`src/rtl/ram_port_arbiter.sv`:
```
// Shares the single RAMHelper port between instruction fetch and the LSU.
// LSU has priority; fetch is forced through after STARVE_LIMIT contested losses.
module ram_port_arbiter #(
    parameter logic [63:0] RAM_BASE     = 64'h0000_0000_8000_0000,
    parameter int unsigned STARVE_LIMIT = 4
) (
    input  logic        clk,
    input  logic        rst,

    input  logic        if_req_valid,
    input  logic [63:0] if_req_addr,
    output logic        if_req_ready,
    output logic        if_resp_valid,
    output logic [63:0] if_resp_data,

    input  logic        lsu_req_valid,
    input  logic        lsu_req_we,
    input  logic [63:0] lsu_req_addr,
    input  logic [63:0] lsu_req_wdata,
    input  logic [63:0] lsu_req_wmask,
    output logic        lsu_req_ready,
    output logic        lsu_resp_valid,
    output logic [63:0] lsu_resp_data,

    output logic        ram_ren,
    output logic [63:0] ram_raddr,
    input  logic [63:0] ram_rdata,
    output logic        ram_wen,
    output logic [63:0] ram_waddr,
    output logic [63:0] ram_wdata,
    output logic [63:0] ram_wmask
);

    typedef enum logic [1:0] {
        OWN_NONE,
        OWN_IF,
        OWN_LSU_RD,
        OWN_LSU_WR
    } owner_t;

    localparam logic [3:0] STARVE_MAX = 4'(STARVE_LIMIT);

    owner_t     owner, ownerNext;
    logic [3:0] starveCnt, starveCntNext;
    logic       contested, grantIf, grantLsu;
    logic [63:0] ifIndex, lsuIndex;

    assign ifIndex  = (if_req_addr  - RAM_BASE) >> 3;
    assign lsuIndex = (lsu_req_addr - RAM_BASE) >> 3;

    // Grants are masked during reset so nothing is accepted while rst is high.
    always_comb begin
        contested = if_req_valid && lsu_req_valid;
        grantLsu  = !rst && lsu_req_valid && !(contested && starveCnt == STARVE_MAX);
        grantIf   = !rst && if_req_valid && !grantLsu;
    end

    always_comb begin
        starveCntNext = '0;
        if (contested && grantLsu && starveCnt != STARVE_MAX)
            starveCntNext = starveCnt + 4'd1;
        else if (contested && grantLsu)
            starveCntNext = starveCnt;

        ownerNext = OWN_NONE;
        if (grantIf)
            ownerNext = OWN_IF;
        else if (grantLsu)
            ownerNext = lsu_req_we ? OWN_LSU_WR : OWN_LSU_RD;
    end

    always_ff @(posedge clk or posedge rst) begin
        if (rst) begin
            owner     <= OWN_NONE;
            starveCnt <= '0;
        end else begin
            owner     <= ownerNext;
            starveCnt <= starveCntNext;
        end
    end

    always_comb begin
        if_req_ready  = grantIf;
        lsu_req_ready = grantLsu;

        ram_ren   = 1'b0;
        ram_raddr = '0;
        ram_wen   = 1'b0;
        ram_waddr = '0;
        ram_wdata = '0;
        ram_wmask = '0;
        if (grantIf) begin
            ram_ren   = 1'b1;
            ram_raddr = ifIndex;
        end else if (grantLsu && !lsu_req_we) begin
            ram_ren   = 1'b1;
            ram_raddr = lsuIndex;
        end else if (grantLsu) begin
            ram_wen   = 1'b1;
            ram_waddr = lsuIndex;
            ram_wdata = lsu_req_wdata;
            ram_wmask = lsu_req_wmask;
        end

        if_resp_valid  = (owner == OWN_IF);
        if_resp_data   = (owner == OWN_IF) ? ram_rdata : '0;
        lsu_resp_valid = (owner == OWN_LSU_RD) || (owner == OWN_LSU_WR);
        lsu_resp_data  = (owner == OWN_LSU_RD) ? ram_rdata : '0;
    end

endmodule

```
`config.mk`:
```
export PLATFORM = sky130hd
export DESIGN_NAME = ram_port_arbiter
export DESIGN_NICKNAME = d
export VERILOG_FILES = /design/src/rtl/ram_port_arbiter.sv
export SDC_FILE = /design/constraint.sdc
export NUM_CORES = 1
export LEC_CHECK = 0
export CORE_AREA = 2 2 277 279
export DETAILED_ROUTE_END_ITERATION = 8
export DIE_AREA = 0 0 279 281
export PLACE_DENSITY = 0.34
export SYNTH_ARGS = -nofsm -noshare
export SYNTH_HDL_FRONTEND = slang
export SYNTH_SLANG_ARGS = --single-unit
export TNS_END_PERCENT = 10
```
`constraint.sdc`:
```
create_clock -name clk -period 3.1 [get_ports clk]
set_input_delay 0.465 -clock clk [delete_from_list [all_inputs] [get_ports clk]]
set_output_delay 0.465 -clock clk [all_outputs]
set_load 0.02 [all_outputs]
```
======== Word level (Yosys, flattened, before mapping) ========
Cells that the tools add are included.
cells by class
  reduce and logical (&&, ||, !) cells .... 14
  multiplexer cells ....................... 23
  add/subtract/negate cells ............... 3
  equality and inequality tests ........... 6
operator list
  operator                count
  $mux 64                 9
  $mux 61                 4
  $sub 64x32->64 const B  2
  $logic_and 1x1->1       9
  $mux 4                  2
  $mux 1                  6
  $add 4x1->4 const B     1
  $eq 2x2->1 const B      2
  $eq 4x3->1 const B      1
  $logic_not 1->1         4
  $mux 2                  2
  $ne 4x3->1 const B      1
  $eq 2x1->1 const B      1
  $ne 2x1->1 const B      1
  $logic_or 1x1->1        1
word-level totals
  flip-flop bits (word level) ............. 6

======== Logic depth before layout (Yosys ltp) ========
  depth in word-level cells ............... 7
  mapped depth ............................ 10

======== Worst setup path after synthesis ========
OpenSTA, ideal clock, no wires.
  path kind ............................... input to output
  start point ............................. input port if_req_addr[31]
  end point ............................... output port ram_raddr[42]
  buffers on the path ..................... 0
  stages .................................. 7
  path slack .............................. 0.378 ns
  data arrival time ....................... 2.257 ns
  cells stage by stage .................... inv_1 ha_1 nor4b_1 nand3_1 or3_1 xor2_1 o22ai_1
on the way
  word-level cells in the longest chain between the ends .. 2
RTL lines
  element             line  source
  start: declaration  11    input logic [63:0] if_req_addr,
  $sub 64x32->64      48    assign ifIndex = (if_req_addr - RAM_BASE) >> 3;
  $mux 61             92    if (grantIf) begin
  end: declaration    26    output logic [63:0] ram_raddr,
No other way between the ends.

======== Worst setup path in the final report ========
  start point ............................. input port lsu_req_addr[34]
  end point ............................... output port ram_raddr[36]
on the way
  word-level cells in the longest chain between the ends .. 3
RTL lines
  element             line  source
  start: declaration  18    input logic [63:0] lsu_req_addr,
  $sub 64x32->64      49    assign lsuIndex = (lsu_req_addr - RAM_BASE) >> 3;
  $mux 61             95    end else if (grantLsu && !lsu_req_we) begin
  $mux 61             92
No other way between the ends.

==> results <==
## worst paths after layout
kind,start,endpoint,slack [ps],cells after the start
worst max-delay path,lsu_req_addr[34],ram_raddr[36],30,6
worst min-delay path,starveCnt[3]$_DFFE_PP0P_,starveCnt[3]$_DFFE_PP0P_,530,2
worst max register to register,starveCnt[1]$_DFFE_PP0P_,owner[0]$_DFF_PP0_,1120,8
worst min register to register,starveCnt[3]$_DFFE_PP0P_,starveCnt[3]$_DFFE_PP0P_,530,2
max in group asynchronous,rst,owner[0]$_DFF_PP0_,2370,3
min in group asynchronous,rst,starveCnt[1]$_DFFE_PP0P_,600,3
## Yosys cell counts (all sizes together) (3+ instances only)
master	number	area, sq um
a22o	28	245
and2	130	813
and3	157	982
buf	10	67.6
clkbuf	64	280
dfrtp	6	150
ha	4	50.1
inv	11	41.3
nand2	10	37.5
nand2b	3	18.8
nand3	9	50.1
nand4	6	43.8
nor2	58	218
nor2b	3	18.8
nor3	20	105
nor4	24	233
nor4b	3	32.5
o22ai	33	231
or3	6	42.5
or4	8	75.1
xnor2	45	394
xor2	16	140
## critical path, stage by stage
cell and delay (ps):
sky130_fd_sc_hd__clkdlybuf4s15_1 270, sky130_fd_sc_hd__or4b_4 590, sky130_fd_sc_hd__or4_4 590, sky130_fd_sc_hd__xor2_2 180, sky130_fd_sc_hd__o22ai_1 170, sky130_fd_sc_hd__clkdlybuf4s15_1 330
## stage by stage
step	cells	instance area [sq um]
6_report	2441	14200
5_1_grt	2439	14200
4_1_cts	2431	13900
3_5_place_dp	2427	13600
3_3_place_gp	2427	13600
2_1_floorplan	676	4430
## where the power goes
group | switching, uW | leakage, uW | internal (uW)
Combinational | 764 | 0.00638 | 888
Clock | 44.2 | 0.0000370 | 166
Sequential | 2.35 | 0.0000810 | 81.1
## kinds of logic after synthesis
logic type	after synthesis	synth area share, %
XOR/XNOR	61	12.1
AND/OR/NAND/NOR	448	62.6
other	1	0.0851
buffers and inverters	85	8.83
AO/OA/AOI/OAI	66	11.8
adder cells (fa/ha/maj)	4	1.14
flip-flops	6	3.41
## flip-flops by register name (all words and copies together) (netlist names)
| signal | count |
|---|---|
| owner | 2 |
| starveCnt | 4 |
## per-layer routing
| layer | track usage (%) | vias to the layer above |
|---|---|---|
| li1 | - | 3940 |
| met1 | 12.9 | 3958 |
| met2 | 24.6 | 479 |
| met3 | 3.33 | 39 |
| met4 | 1.19 | 2 |
| met5 | 0 | - |
## cell type report
class	count	area, sq um
flip-flops and latches	6	150
repair buffers	855	8410
diodes	3	7.51
fillers	8473	61300
well taps	978	1220
clock buffers	3	75.1
inverters	11	41.3
multi-input cells	585	4280
## timing repair
item	in CTS	in global routing
pin swaps	12	15
buffers inserted	1	7
gates resized for setup	194	93
endpoints found under the setup margin	154	150
==> impl_metrics.py <==
metrics = {
    "drt": {
        "postRouteAntennaNets": 0,
        "detail_route.iter0.violations": 174,
        "postRouteWirelength_microns": 50800,
        "via_per_instance_ratio": 3.45,
        "routed.top_layer": "met5",
        "post-route-drc-count": 0,
        "detail_route.wirelength.met1_microns": 18500,
        "detailroute.via_count": 8418,
        "drt_pass1_iterations": 6,
        "met2_wirelength_microns": 27500,
        "detail_route.wl_per_cell_microns": 20.8,
        "met3RoutedLength_microns": 4210,
    },
    "timing": {
        "timing.final.ws_setup_ps": 30.1,
        "final.setup.tns_ps": 0,
        "finalWorstPathRequiredPeriod_ps": 3070,
        "setup_viol_count_final": 0,
        "clock.fmax_mhz": 326,
        "fin_skew_ps": 1.02,
        "grt_setup_unrepaired": "true",
        "timing.final.max_slew_violations": 0,
        "post-route-period-util_pct": 99.0,
        "hold_slack_ps": 531,
        "finalHoldViolations": 0,
    },
    "worst_setup_path": {
        "worstPathMaxFanout": 5,
        "critPathArrivalTime_ps": 2600,
        "timing.critical_path.to_type": "primary output",
        "critPathLaunchType": "input port",
        "crit_type": "input port to primary output",
        "critPathRequiredTime_ps": 2630,
    },
    "place": {
        "minimum_setup_slack_after_placement_ps": -690,
        "dp_hpwl_microns": 45900,
        "routabilityCongestion": 0.838,
        "port-buffer-count": 702,
    },
    "finish": {
        "mostFrequentLayoutCell": "sky130_fd_sc_hd__clkdlybuf4s50_1",
        "final_cell_mix": "sky130_fd_sc_hd__clkdlybuf4s50_1, sky130_fd_sc_hd__buf_4, sky130_fd_sc_hd__and3_1",
        "finalCoreUtilization_pct": 18.8,
        "share_of_layout_cells_above_drive_strength_1_pct": 21.1,
        "nNetsFinal": 1791,
        "synthToLayoutAreaGrowth_pct": 222,
    },
    "synth": {
        "synth_async_sr_flop_share_pct": 100,
        "synth_edf_count": 0,
        "netlist_area_sq_um": 4410,
        "postSynthCellCount": 671,
        "post_synth_top_flop": "sky130_fd_sc_hd__dfrtp_1",
        "synth-seq-area-share_pct": 3.41,
        "ys_ff_latch": 6,
        "synth.yosys.warnings": 0,
        "synth_cell_type_count": 44,
        "synth_area_per_cell_sq_um": 6.57,
    },
    "die": {
        "coreArea_sq_um": 75400,
        "chipHeight_microns": 281,
        "io-pin-count": 715,
        "effective_utilization_at_floorplan_pct": 5.84,
        "std_cell_rows": 101,
        "die-width_microns": 279,
        "die-area_sq_um": 78400,
    },
    "clock_network": {
        "count_of_clock_tree_sinks": 6,
        "cts.reportedPaths.clkPinSlew_ps": 30,
        "hold_buffer_count_at_cts": 0,
        "cts_buffers": 3,
        "cts.htree.levels": 1,
        "clk_path_buf_depth": 2,
        "cts_root_buf": "sky130_fd_sc_hd__clkbuf_16",
        "tritoncts": "done",
        "clk-insertion-delay-late_ps": 230,
    },
    "grt": {
        "antenna_found_initial": 16,
        "global_route.usage.total_pct": 12.2,
        "first_global_vias": 8866,
        "grt.overflow.total": 0,
        "grt_max_degree": 80,
        "wire_length_of_the_first_global_routing_pass_microns": 68700,
    },
    "worst_hold_path": {
        "hold_class": "flop to flop",
    },
    "power_and_ir_drop": {
        "pwr_density_cell_nw_per_um2": 137,
        "finalPower_uw": 1950,
        "maximum_vdd_drop_mv": 0.124,
        "leakage_uw": 0.00649,
    },
    "flow_run": {
        "max_cap_violations": 0,
    },
    "run_status": {
        "status": "finished clean",
    },
}
Power figures use the tool's default switching activity.
